**config.mk**
```make
export PLATFORM = sky130hd
export DESIGN_NAME = timer_loader
export DESIGN_NICKNAME = d
export VERILOG_FILES = /design/src/rtl/timer_loader.sv
export SDC_FILE = /design/constraint.sdc
export NUM_CORES = 1
export LEC_CHECK = 0
export ABC_CLOCK_PERIOD_IN_PS = 2100
export BUFFER_PORTS_ARGS = -buffer_cell sky130_fd_sc_hd__buf_4
export CAP_MARGIN = 20
export CORE_ASPECT_RATIO = 0.5
export CORE_MARGIN = 2
export CORE_UTILIZATION = 50
export DETAILED_ROUTE_END_ITERATION = 16
export GPL_TIMING_DRIVEN = 0
export HOLD_SLACK_MARGIN = 0.08
export PLACE_DENSITY = 0.85
export SLEW_MARGIN = 25
export SYNTH_ARGS = -nofsm -noshare
export SYNTH_HDL_FRONTEND = slang
export SYNTH_SLANG_ARGS = --single-unit
```
**constraint.sdc**
```tcl
create_clock -name clk -period 2.1 [get_ports clk]
set_clock_uncertainty 0.15 [all_clocks]
set_input_delay 0.21 -clock clk [delete_from_list [all_inputs] [get_ports clk]]
set_output_delay 0.21 -clock clk [all_outputs]
set_load 0.01 [all_outputs]
```
**src/rtl/timer_loader.sv**
```systemverilog
// rtl/timer_loader.sv - keypad-loaded MM:SS countdown timer with run/pause/done control
module timer_loader #(
  parameter int SEC_TENS_MAX = 5,
  parameter int MIN_TENS_MAX = 9
) (
  input  logic       clk,
  input  logic       clearn,
  input  logic [3:0] bcd_input,
  input  logic       loadn,
  input  logic       pgt_1hz,
  input  logic       startn,
  input  logic       stopn,
  output logic       enablen,
  output logic [3:0] min_tens,
  output logic [3:0] min_ones,
  output logic [3:0] sec_tens,
  output logic [3:0] sec_ones,
  output logic       running,
  output logic       zero,
  output logic       done
);

  localparam logic [3:0] ST_MAX = 4'(SEC_TENS_MAX);
  localparam logic [3:0] MT_MAX = 4'(MIN_TENS_MAX);

  typedef enum logic [1:0] {IDLE, RUN, PAUSE, DONE} state_t;

  state_t     state;
  logic       loadn_q, pgt_q, stopn_q;
  logic       load_evt, tick_evt, stop_evt;
  logic [3:0] d_mt, d_mo, d_st, d_so;
  logic       dec_zero;

  assign load_evt = loadn_q & ~loadn;
  assign tick_evt = ~pgt_q & pgt_1hz;
  assign stop_evt = stopn_q & ~stopn;
  assign zero     = (min_tens == 4'd0) && (min_ones == 4'd0) &&
                    (sec_tens == 4'd0) && (sec_ones == 4'd0);

  // One-second decrement of MM:SS with cascaded digit borrows
  always_comb begin
    d_mt = min_tens;
    d_mo = min_ones;
    d_st = sec_tens;
    d_so = sec_ones;
    if (sec_ones != 4'd0) begin
      d_so = sec_ones - 4'd1;
    end else begin
      d_so = 4'd9;
      if (sec_tens != 4'd0) begin
        d_st = sec_tens - 4'd1;
      end else begin
        d_st = ST_MAX;
        if (min_ones != 4'd0) begin
          d_mo = min_ones - 4'd1;
        end else begin
          d_mo = 4'd9;
          d_mt = (min_tens != 4'd0) ? (min_tens - 4'd1) : MT_MAX;
        end
      end
    end
    dec_zero = (d_mt == 4'd0) && (d_mo == 4'd0) && (d_st == 4'd0) && (d_so == 4'd0);
  end

  // Control FSM, digit register and edge-detect history with registered outputs
  always_ff @(posedge clk or negedge clearn) begin
    if (!clearn) begin
      state    <= IDLE;
      min_tens <= 4'd0;
      min_ones <= 4'd0;
      sec_tens <= 4'd0;
      sec_ones <= 4'd0;
      enablen  <= 1'b0;
      running  <= 1'b0;
      done     <= 1'b0;
      loadn_q  <= 1'b1;
      pgt_q    <= 1'b0;
      stopn_q  <= 1'b1;
    end else begin
      loadn_q <= loadn;
      pgt_q   <= pgt_1hz;
      stopn_q <= stopn;
      done    <= 1'b0;
      case (state)
        IDLE: begin
          if (stop_evt) begin
            min_tens <= 4'd0;
            min_ones <= 4'd0;
            sec_tens <= 4'd0;
            sec_ones <= 4'd0;
          end else if (load_evt) begin
            // Out-of-range codes from the encoder are dropped
            if (bcd_input <= 4'd9) begin
              min_tens <= min_ones;
              min_ones <= sec_tens;
              sec_tens <= sec_ones;
              sec_ones <= bcd_input;
            end
          end else if (!startn && !zero) begin
            state   <= RUN;
            enablen <= 1'b1;
            running <= 1'b1;
          end
        end
        RUN: begin
          if (tick_evt) begin
            min_tens <= d_mt;
            min_ones <= d_mo;
            sec_tens <= d_st;
            sec_ones <= d_so;
          end
          // Reaching 00:00 takes precedence over a simultaneous stop
          if (tick_evt && dec_zero) begin
            state   <= DONE;
            running <= 1'b0;
            done    <= 1'b1;
          end else if (stop_evt) begin
            state   <= PAUSE;
            running <= 1'b0;
          end
        end
        PAUSE: begin
          if (stop_evt) begin
            state    <= IDLE;
            enablen  <= 1'b0;
            min_tens <= 4'd0;
            min_ones <= 4'd0;
            sec_tens <= 4'd0;
            sec_ones <= 4'd0;
          end else if (!startn) begin
            state   <= RUN;
            running <= 1'b1;
          end
        end
        DONE: begin
          state   <= IDLE;
          enablen <= 1'b0;
        end
        default: begin
          state   <= IDLE;
          enablen <= 1'b0;
          running <= 1'b0;
        end
      endcase
    end
  end

endmodule

```
Yosys cells after proc, flatten, opt, wreduce, memory -nomap -nowiden
Cells that the tools add are included.

Output and inout port bits: 20. Register bits: 24. Bits of input ports: 10. Logic and storage cells: 115.

Mux-type cells: 50. Reduce and logical (&&, ||, !) cells: 29. Magnitude comparators: 1. Add/subtract/negate cells: 4. Bitwise operators: 6. Eq/ne operators: 14.

Operator list (number): $mux 4 (27); $pmux 4 s3 (4); $logic_not 4->1 (8); $reduce_bool 4->1 (4); $sub 4x1->4 const B (4); $reduce_and 5->1 (3); $mux 2 (7); $ne 2x2->1 const B (7); $ne 3x3->1 const B (4); $mux 1 (9); $logic_and 1x1->1 (8); $pmux 2 s4 (1); $reduce_and 7->1 (1); $pmux 1 s3 (2); $reduce_bool 3->1 (2); $eq 2x2->1 const B (2); $le 4x4->1 const B (1); $and 1x1->1 (3); $not 1->1 (3); $eq 2x1->1 const B (1); $logic_not 1->1 (2); $logic_not 2->1 (1).

Logic depth before layout (Yosys ltp)
Gate-level depths: netlist of the first run.

Word-level depth: 12. Depth in mapped cells: 8.

Worst setup path after synthesis of the first run
OpenSTA, ideal clock, no wires.

Kind: reg2reg. Start point: register sec_ones[0]. End point: register min_ones[2]. Data arrival time: 2.126 ns. Path slack: -0.242 ns. Stages on the path, launching flop included: 9. Data required time: 1.884 ns. Period minus slack after synthesis: 2.342 ns. Library setup time: 0.066 ns. Cells stage by stage: dfrtp_1 inv_1 ha_1 or4b_1 buf_2 or3_4 nor3_2 a32o_1 a22o_1.

Longest elaborated chain between the ends: 4.

RTL lines: start, declared (RTL line 17) `output logic [3:0] sec_ones,`; start signal, assigned (RTL line 97) `sec_ones <= bcd_input;`; start signal, assigned (RTL line 110) `sec_ones <= d_so;`; $reduce_bool 4->1 (RTL line 46) `if (sec_ones != 4'd0) begin`; $mux 4 (RTL line 46); $mux 4 (RTL line 106) `if (tick_evt) begin`; $pmux 4 s3 (RTL line 84) `case (state)`; end signal, assigned (RTL line 95) `min_ones <= sec_tens;`; end signal, assigned (RTL line 108) `min_ones <= d_mo;`; end, declared (RTL line 15) `output logic [3:0] min_ones,`.

Every way passes these cells. The select of a mux whose other input is x is not followed. A chain may end at the register's enable or synchronous reset.

Final worst setup path of the first run
Start point: register sec_ones[0]. End point: register min_tens[1].

Longest elaborated chain between the ends: 4.

RTL lines: $reduce_bool 4->1 (RTL line 46); $mux 4 (RTL line 46); $mux 4 (RTL line 106); $pmux 4 s3 (RTL line 84); end signal, assigned (RTL line 94) `min_tens <= min_ones;`; end signal, assigned (RTL line 107) `min_tens <= d_mt;`; end, declared (RTL line 14) `output logic [3:0] min_tens,`.

Every way passes these cells. The select of a mux whose other input is x is not followed.

==> flow_results.org, run 1 <==
** Synth
- The top cell type by area accounts for between 30% and 40% of the synthesized area.
- For this run, the leading register cell type out of synthesis is dfrtp_1.
- Count of flip-flops with a built-in enable after synthesis :: 0
- Top cells by area in the synthesized netlist :: dfrtp_1 (34%), o21ai_0 (7.4%), ha_1 (6.2%)
- Count of synthesis-stage warnings from yosys :: 0
- Nets in the synthesized netlist :: 202
- After synthesis the cells add up to between 1500 and 2000 um2.
- Syn avg cell area :: a little under 9 um2
- Count of mapped cells out of synthesis :: 184
- The largest total area in the synthesized netlist belongs to dfrtp_1.
- o21ai_0 is the most common cell in the netlist.
- Share of synthesized flip-flops with an asynchronous set or reset :: 100.0%
- The commonest cells after synthesis are o21ai_0 (24), dfrtp_1 (22), nor2_1 (16).
- Synth Register Bits :: 24
- Fraction of the yosys area taken by sequential cells :: roughly 37%
- Distinct cells, synth :: 47

** Clock network
- Worst skew pair latency :: roughly 290 ps
- Number of sinks driven by the clock tree :: 24
- Clock tree from TritonCTS :: yes
- The clock passes through at most 2 buffers.
- CTS placed an instance of clkbuf_8 at the clock tree root.
- H-tree level count :: 1
- TritonCTS created 3 clock buffers.
- Clk slew on worst S/H paths :: about 100 ps

** Power and ir drop
- Switching component of the power :: 2.350 mW
- Power share of the combinational group :: a little over two thirds
- The share of total power dissipated in sequential elements is approximately a fifth.
- Overall power after layout :: approximately 4.3 mW
- IR analysis of the VDD net gives a maximum drop of between 1 and 1.5 mV.
- Share of total power consumed by net switching :: 54.40%
- Summed over all cells, the static leakage comes to around 1.0 nW.
- In this run the power density over the cells is around 1800 nW/um2.
- The clock network accounts for approximately 8% of the total power.
- Internal cell power :: ~2.0 mW

** Min path
- In this run the worst hold path is classified as in2reg.
- Along the worst hold path, the cell count comes to 3.
- The path with the worst hold slack has its endpoint at sec_ones[2]$_DFFE_PN0P_.
- Worst hold path startpoint :: bcd_input[2]

** Floorplan
- In this run the count of I/O pins placed on the die edge is 30.
- The die is approximately 44 um tall.
- Cell row count :: 14
- Standard cell core area :: 3048 um2
- The die is between 80 and 90 um wide.
- The die covers around 3700 um2.
- Starting utilization of the core area :: 52.96%

** Drt
- For this run, design rule violations remaining after detail routing come to 0.
- Iteration count of the initial detailed-routing pass :: 5
- The count of nets left with antenna violations once routing finished came out at 0.
- Number of design-rule violations left by the first detailed-router iteration :: around 370
- Via-to-Cell Ratio :: 7.046
- Final routed wire length divided by cell count :: 23.19 um
- The routed design has 6494 um of wire.
- The final route contains around 2k vias.

** Global routing
- Global-route met1 utilization :: between 30% and 40%
- Largest net degree at the start of global routing :: 25
- After global routing, the most crowded layer is met2.
- Global routing used a little under half of the available met2 tracks.
- The total overflow left after global routing is 0.
- Global-route wire length before repair :: approximately 8000 um
- For this run, global-route usage on met3 was measured as under 10%.
- The via count of the first global-routing pass is roughly 1.7k.
- The initial antenna violation count came to 0.
- Global routing used between 20 and 30% of the available tracks across all layers.

** Placement
- The count of buffers added on input and output ports is 29.
- Summing all placed instances gives a cell area of ~1900 um2.
- Routability-driven placement finished with a final weighted congestion of between 0.9 and 1.
- After legalization and detailed placement, the total HPWL measured between 3000 and 4000 um.

** Run
- The tool flagged a number of max-cap violations equal to 0.

** Critical path
- Of all nets on the critical path, the largest fanout is 4.
- In this run the critical register-to-register path is launched from sec_ones[0]$_DFFE_PN0P_.
- The worst register-to-register path ends at min_tens[1]$_DFFE_PN0P_.
- Element type at the critical path end :: register
- Reg2reg path depth :: 10
- The worst setup path is of the reg2reg kind.
- Worst endpoint data arrival time :: 2610 ps
- Data required, critical path :: between 2000 and 2500 ps
- The worst register-to-register path has a setup slack of -490 ps.
- Critical Path Source Type :: register

** Timing
- Final setup violation count :: 19
- Worst slew margin relative to its limit :: around 60%
- Final Hold Fails :: 0
- After layout, the worst path uses 123.5% of the clock period.
- After layout, the worst setup slack is -493.4 ps.
- Max Freq :: 385.6 MHz
- For the finished layout, the period the worst path requires is roughly 2600 ps.
- The final-report max-slew violation count is 0.
- Setup repair after global routing could not meet its margin everywhere.
- Least-Margin Pin Slew :: between 600 and 700 ps
- Setup total negative slack on the finished layout was measured at -5322 ps.

** Cells and area
- Area delta synth->final :: 49.61%
- The layout has 160 filler cells.
- Fraction of layout instances using a drive strength above 1 :: 43.33%
- Total Nets Final :: between 200 and 300
- 0 antenna diodes ended up in the layout.
- Final Instance Area :: roughly 2400 um2

** Outcome
- Violated checks :: negative setup slack
- The flow ran to the end, but the final reports show violations.
[through the flow]
step	worst slack (ps)	util, %	hold slack, ps	instances
floorplan	-149.4	-	-235.6	184
global placement	-312.5	62.77	-26.08	253
detailed placement	-348.7	62.77	-18.32	253
CTS	-344.0	70.98	81.55	274
global route	-485.2	79.23	98.35	280
finish	-493.4	79.23	82.30	280
[power groups by stage]
stage	Clock (mW)	Combinational [mW]	Sequential (mW)
after floorplan	0	1.37	0.908
after detailed placement	0	2.08	0.894
after CTS	0.326	2.33	0.869
final	0.337	3.06	0.926
after global placement	0	2.01	0.884
after global routing	0.356	3.21	0.944
[worst max path at each step]
stage                              endpoint  cells after the start               startpoint  slack (ps)
floorplan           min_ones[2]$_DFFE_PN0P_                      8  sec_ones[0]$_DFFE_PN0P_        -150
global placement       state[1]$_DFFE_PN0P_                      8  sec_ones[0]$_DFFE_PN0P_        -310
detailed placement     state[1]$_DFFE_PN0P_                      8  sec_ones[0]$_DFFE_PN0P_        -350
CTS                    state[0]$_DFFE_PN0P_                      8  sec_ones[1]$_DFFE_PN0P_        -340
global route            running$_DFFE_PN0P_                      8  sec_ones[1]$_DFFE_PN0P_        -490
finish              min_tens[1]$_DFFE_PN0P_                     10  sec_ones[0]$_DFFE_PN0P_        -490
[cells by family after synthesis]
| logic type | synth area share (%) |
|---|---|
| compound gates | 27.44 |
| fa+ha+maj | 6.202 |
| buf+inv | 5.116 |
| flops | 37.36 |
| mux | 0.6976 |
| simple gates | 23.18 |
[registers in the layout, indices dropped and copies added, names as in the netlist]
name and cells:
enablen 1, sec_tens 4, stopn_q 1, done 1, state 2, sec_ones 4, loadn_q 1, min_tens 4
min_ones 4, running 1, pgt_q 1
[final cells by class]
class,instances,area (um2),area share [%]
well taps,40,50.05,2.073
plain buffers,7,47.55,1.969
multi-input cells,141,1160,48.03
inverters,9,33.78,1.399
clock buffers,4,55.05,2.280
flip-flops and latches,24,606.8,25.13
repair buffers,55,461.7,19.12
[placed cells by master, fill, tap and decap left out, drive strengths merged, types with 2 or more instances in the layout]
cell type     n
or3           3
a32o          2
nand2b        3
o21ai        28
nand4         3
a21oi         8
dfrtp        22
nor3         12
buf          51
nor2b         5
a221oi        2
o221ai        2
dfstp         2
o31ai         2
o21a          2
inv           9
nand2         7
dlygate4sd3   6
and2          4
nor2         16
a31oi         6
nand3         2
ha            8
a22oi         5
clkbuf        9
nor4          3
a211oi        2
[worst max-delay path, stage by stage (launching register included)]
cell,delay [ps]
dfrtp_2,440
inv_2,100
ha_4,140
or4b_4,480
buf_6,140
buf_6,110
nor3_4,290
buf_6,160
a31oi_1,100
o21ai_1,240
o21ai_1,110
[metal layers]
layer  routed length [um]  vias to the layer above  share of wire (%)
met5                    0                        -                  0
met4                  332                        0                5.1
met3                  814                       58                 13
met2                 2976                      193                 46
met1                 2370                      914                 36
li1                     -                      808                  -
[what timing repair did]
action                     4_1_cts  5_1_grt
setup endpoints to repair       22       22
gates resized for setup         21       55
pin swaps                        7       21
hold buffers                     6        0
hold endpoints to repair        29        0
buffers inserted                13        8
(Power assumes the default switching activity.)
==> inputs of run 2 (changes only) <==
--- a/config.mk
+++ b/config.mk
@@ -5,16 +5,17 @@
 export SDC_FILE = /design/constraint.sdc
 export NUM_CORES = 1
 export LEC_CHECK = 0
-export ABC_CLOCK_PERIOD_IN_PS = 2100
+export ABC_CLOCK_PERIOD_IN_PS = 2250
 export BUFFER_PORTS_ARGS = -buffer_cell sky130_fd_sc_hd__buf_4
 export CAP_MARGIN = 20
 export CORE_ASPECT_RATIO = 0.5
 export CORE_MARGIN = 2
-export CORE_UTILIZATION = 50
+export CORE_UTILIZATION = 52
+export CTS_BUF_LIST = sky130_fd_sc_hd__clkbuf_4 sky130_fd_sc_hd__clkbuf_8
 export DETAILED_ROUTE_END_ITERATION = 16
 export GPL_TIMING_DRIVEN = 0
 export HOLD_SLACK_MARGIN = 0.08
-export PLACE_DENSITY = 0.85
+export PLACE_DENSITY = 0.87
 export SLEW_MARGIN = 25
 export SYNTH_ARGS = -nofsm -noshare
 export SYNTH_HDL_FRONTEND = slang
==> constraint.sdc (replaced) <==
create_clock -name clk -period 2.25 [get_ports clk]
set_clock_uncertainty 0.15 [all_clocks]
set_input_delay 0.225 -clock clk [delete_from_list [all_inputs] [get_ports clk]]
set_output_delay 0.225 -clock clk [all_outputs]
set_load 0.01 [all_outputs]
==> flow_results.org, run 2 (same netlist as run 1, synthesis figures left out) <==
** Timing
- Final worst path period share :: 108.4% (-15 points)
- The timing-limited maximum frequency came to 410.1 MHz (+6.4%).
- Max-slew violation count :: 0 (unchanged)
- The number of hold violations in the final report is 0 (unchanged).
- The transition time at the pin with the least slew margin is 717.9 ps (+115.7 ps).
- Final worst path period need :: 2438 ps (-154.9 ps)
- The number of failing setup endpoints in the final timing report came to 12 (-7).
- Setup WS post-layout :: -188.5 ps (+304.9 ps)
- Setup repair after global routing could not meet its margin everywhere.
- The worst slew slack as a fraction of its limit came to 51.77% (-7.8 points).

** Clock network
- The number of buffers created by CTS is 3 (unchanged).
- Clock tree from TritonCTS :: yes
- The clock-pin slew reported for the worst setup and hold paths after clock tree synthesis came to 90 ps (about the same).
- Clock tree root buffer cell :: clkbuf_8
- The number of H-tree levels came to 1 (unchanged).
- The clock sink count came to 24 (unchanged).
- The largest buffer count on any clock path came to 2 (unchanged).
- Worst skew pair latency :: 280 ps (about the same)

** Placement
- GPL Wtd Cong :: 0.8970 (-2.8%)
- Worst slack at placement :: -215.5 ps (+133.3 ps)
- The number of placed instances with taps included was 253 (unchanged).
- PortBufs :: 29 (unchanged)
- Detailed placement HPWL :: 3015 um (-4.5%)

** Global routing
- The remaining global-route overflow was 0 (unchanged).
- The global-route wire length before repair is 8135 um (+2.3%).
- The total track usage is 30.64% (+3.2 points).
- The maximum number of pins on one net before global-route repair was 25 (unchanged).
- The via count of the first global-routing pass came to 1650 (-1.8%).
- The initial antenna violation count is 0 (unchanged).

** Cells and area
- Total Nets Final :: 248 (-4.2%)
- In the layout the commonest cells are buf_4 (38), o21ai_0 (21), dfrtp_1 (20), nor2_1 (15), nor3_1 (8).
- Fraction of layout instances using a drive strength above 1 :: 33.62% (-9.7 points)
- The final core utilization is 72.52% (-6.7 points).
- Ant. Diodes :: 0 (unchanged)
- Area delta synth->final :: 33.80%
- The number of standard cells in the final layout excluding fillers came to 269 (-3.9%).
- Most frequent standard cell in the layout excluding fill and tap cells :: buf_4

** Drt
- The post-detailed-route wirelength per cell was 19.70 um (-15%).
- The detailed-routing iteration count for the pre-antenna-repair pass is 5 (unchanged).
- Count of nets left with antenna violations after detail routing :: 0 (unchanged)
- The average vias per placed instance was 6.580 (-6.6%).
- The via count is 1770 (-10%).
- The iteration-0 DRC count of the detailed router came to 277 (-24%).
- The total wire length after detailed routing was 5298 um (-18%).
- The total DRC errors in the routed layout is 0 (unchanged).

** Floorplan
- Die Outline Area :: 3593 um2 (-3.6%)
- Standard cell core area :: 2978 um2 (-2.3%)
- The vertical die dimension is 43.40 um (-1.8%).
- Number of I/O pins :: 30 (unchanged)
- Starting utilization of the core area :: 54.20% (+1.2 points)
- The total number of placement rows came to 14 (unchanged).
- The die width came to 82.79 um (-1.8%).

** Power and ir drop
- Static leakage power :: 0.9225 nW (-8.0%)
- Overall power after layout :: 3.516 mW (-19%)
- Areal power density over the cells :: 1628 nW/um2 (-9.0%)
- The peak ir drop on the vdd network was 0.7421 mV (-27%).

** Critical path
- The largest driver fanout on the critical path came to 7 (+3).
- Class of the most critical setup path :: reg2reg
- The data arrival at the endpoint of the critical path came to 2440 ps (-170 ps).
- The length in cells of the worst reg-to-reg path is 7 (-3).
- The data required time of the worst path is 2250 ps (+130 ps).
- Element type at the critical path end :: register
- The worst setup path is launched from a register.

** Min path
- Hold Path Stages :: 3 (unchanged)
- Hold crit path type :: in2reg

** Outcome
- The checks that failed: negative setup slack.
- Result of the run :: finished with violations

** Run
- The count of maximum capacitance violations is 0 (unchanged).
[run 2: changes by cell type in the layout (fill, tap and decap cells not counted), sizes merged]
cell / before / now
clkbuf: 9 / 11
buf: 51 / 39
dlygate4sd3: 6 / 5
[run 2: metal layers]
| layer | routed length (um) | vias up | GRT usage, % |
|---|---|---|---|
| li1 | - | 784 | - |
| met1 | 2153 | 848 | 40.49 |
| met5 | 0 | - | 0 |
| met2 | 2493 | 119 | 47.42 |
| met4 | 137 | 0 | 12.13 |
| met3 | 513 | 19 | 10.00 |
[run 2: path summary, 6_finish.rpt]
| path | start | to | slack [ps] |
|---|---|---|---|
| max | sec_ones[0]$_DFFE_PN0P_ | state[1]$_DFFE_PN0P_ | -190 |
| min | bcd_input[2] | sec_ones[2]$_DFFE_PN0P_ | 90 |
| min reg2reg | running$_DFFE_PN0P_ | running$_DFFE_PN0P_ | 370 |
| max reg2reg | sec_ones[0]$_DFFE_PN0P_ | state[1]$_DFFE_PN0P_ | -190 |
| max in group asynchronous | clearn | loadn_q$_DFF_PN1_ | 1430 |
| min in group asynchronous | clearn | enablen$_DFFE_PN0P_ | 230 |
[run 2: metrics by stage]
stage / TNS (ps) / cell area, um2 / hold slack (ps)
finish: -786.9 / 2160 / 86.48
global route: -1447 / 2160 / 100.4
CTS: -1051 / 2118 / 82.16
detailed placement: -1990 / 1884 / -5.735
global placement: -1481 / 1884 / -11.76
floorplan: -17.90 / 1617 / -220.6
[run 2: worst max-delay path: stages, from the launching register on]
cell,delay (ps)
dfrtp_2,430
inv_2,80
ha_4,130
or4b_4,470
nor3_2,450
nand4_1,270
a31oi_1,260
a31oi_1,70
[run 2: final cells by class]
class / count / area, um2
multi-input cells: 141 / 1023
well taps: 40 / 50.05
flip-flops and latches: 24 / 605.6
inverters: 9 / 36.28
fillers: 185 / 818.3
plain buffers: 7 / 42.54
clock buffers: 4 / 55.05
repair buffers: 44 / 346.6
[run 2: where the power goes]
group / internal (mW) / total (mW) / switching, mW
Sequential: 0.604 / 0.836 / 0.232
Clock: 0.157 / 0.312 / 0.155
Combinational: 0.888 / 2.37 / 1.48
[run 2: what timing repair did]
action	4_1_cts	5_1_grt
endpoints found under the setup margin	21	22
buffers inserted	8	2
gates resized for setup	17	14
hold endpoints to repair	28	0
hold buffers	5	0
pin swaps	3	1
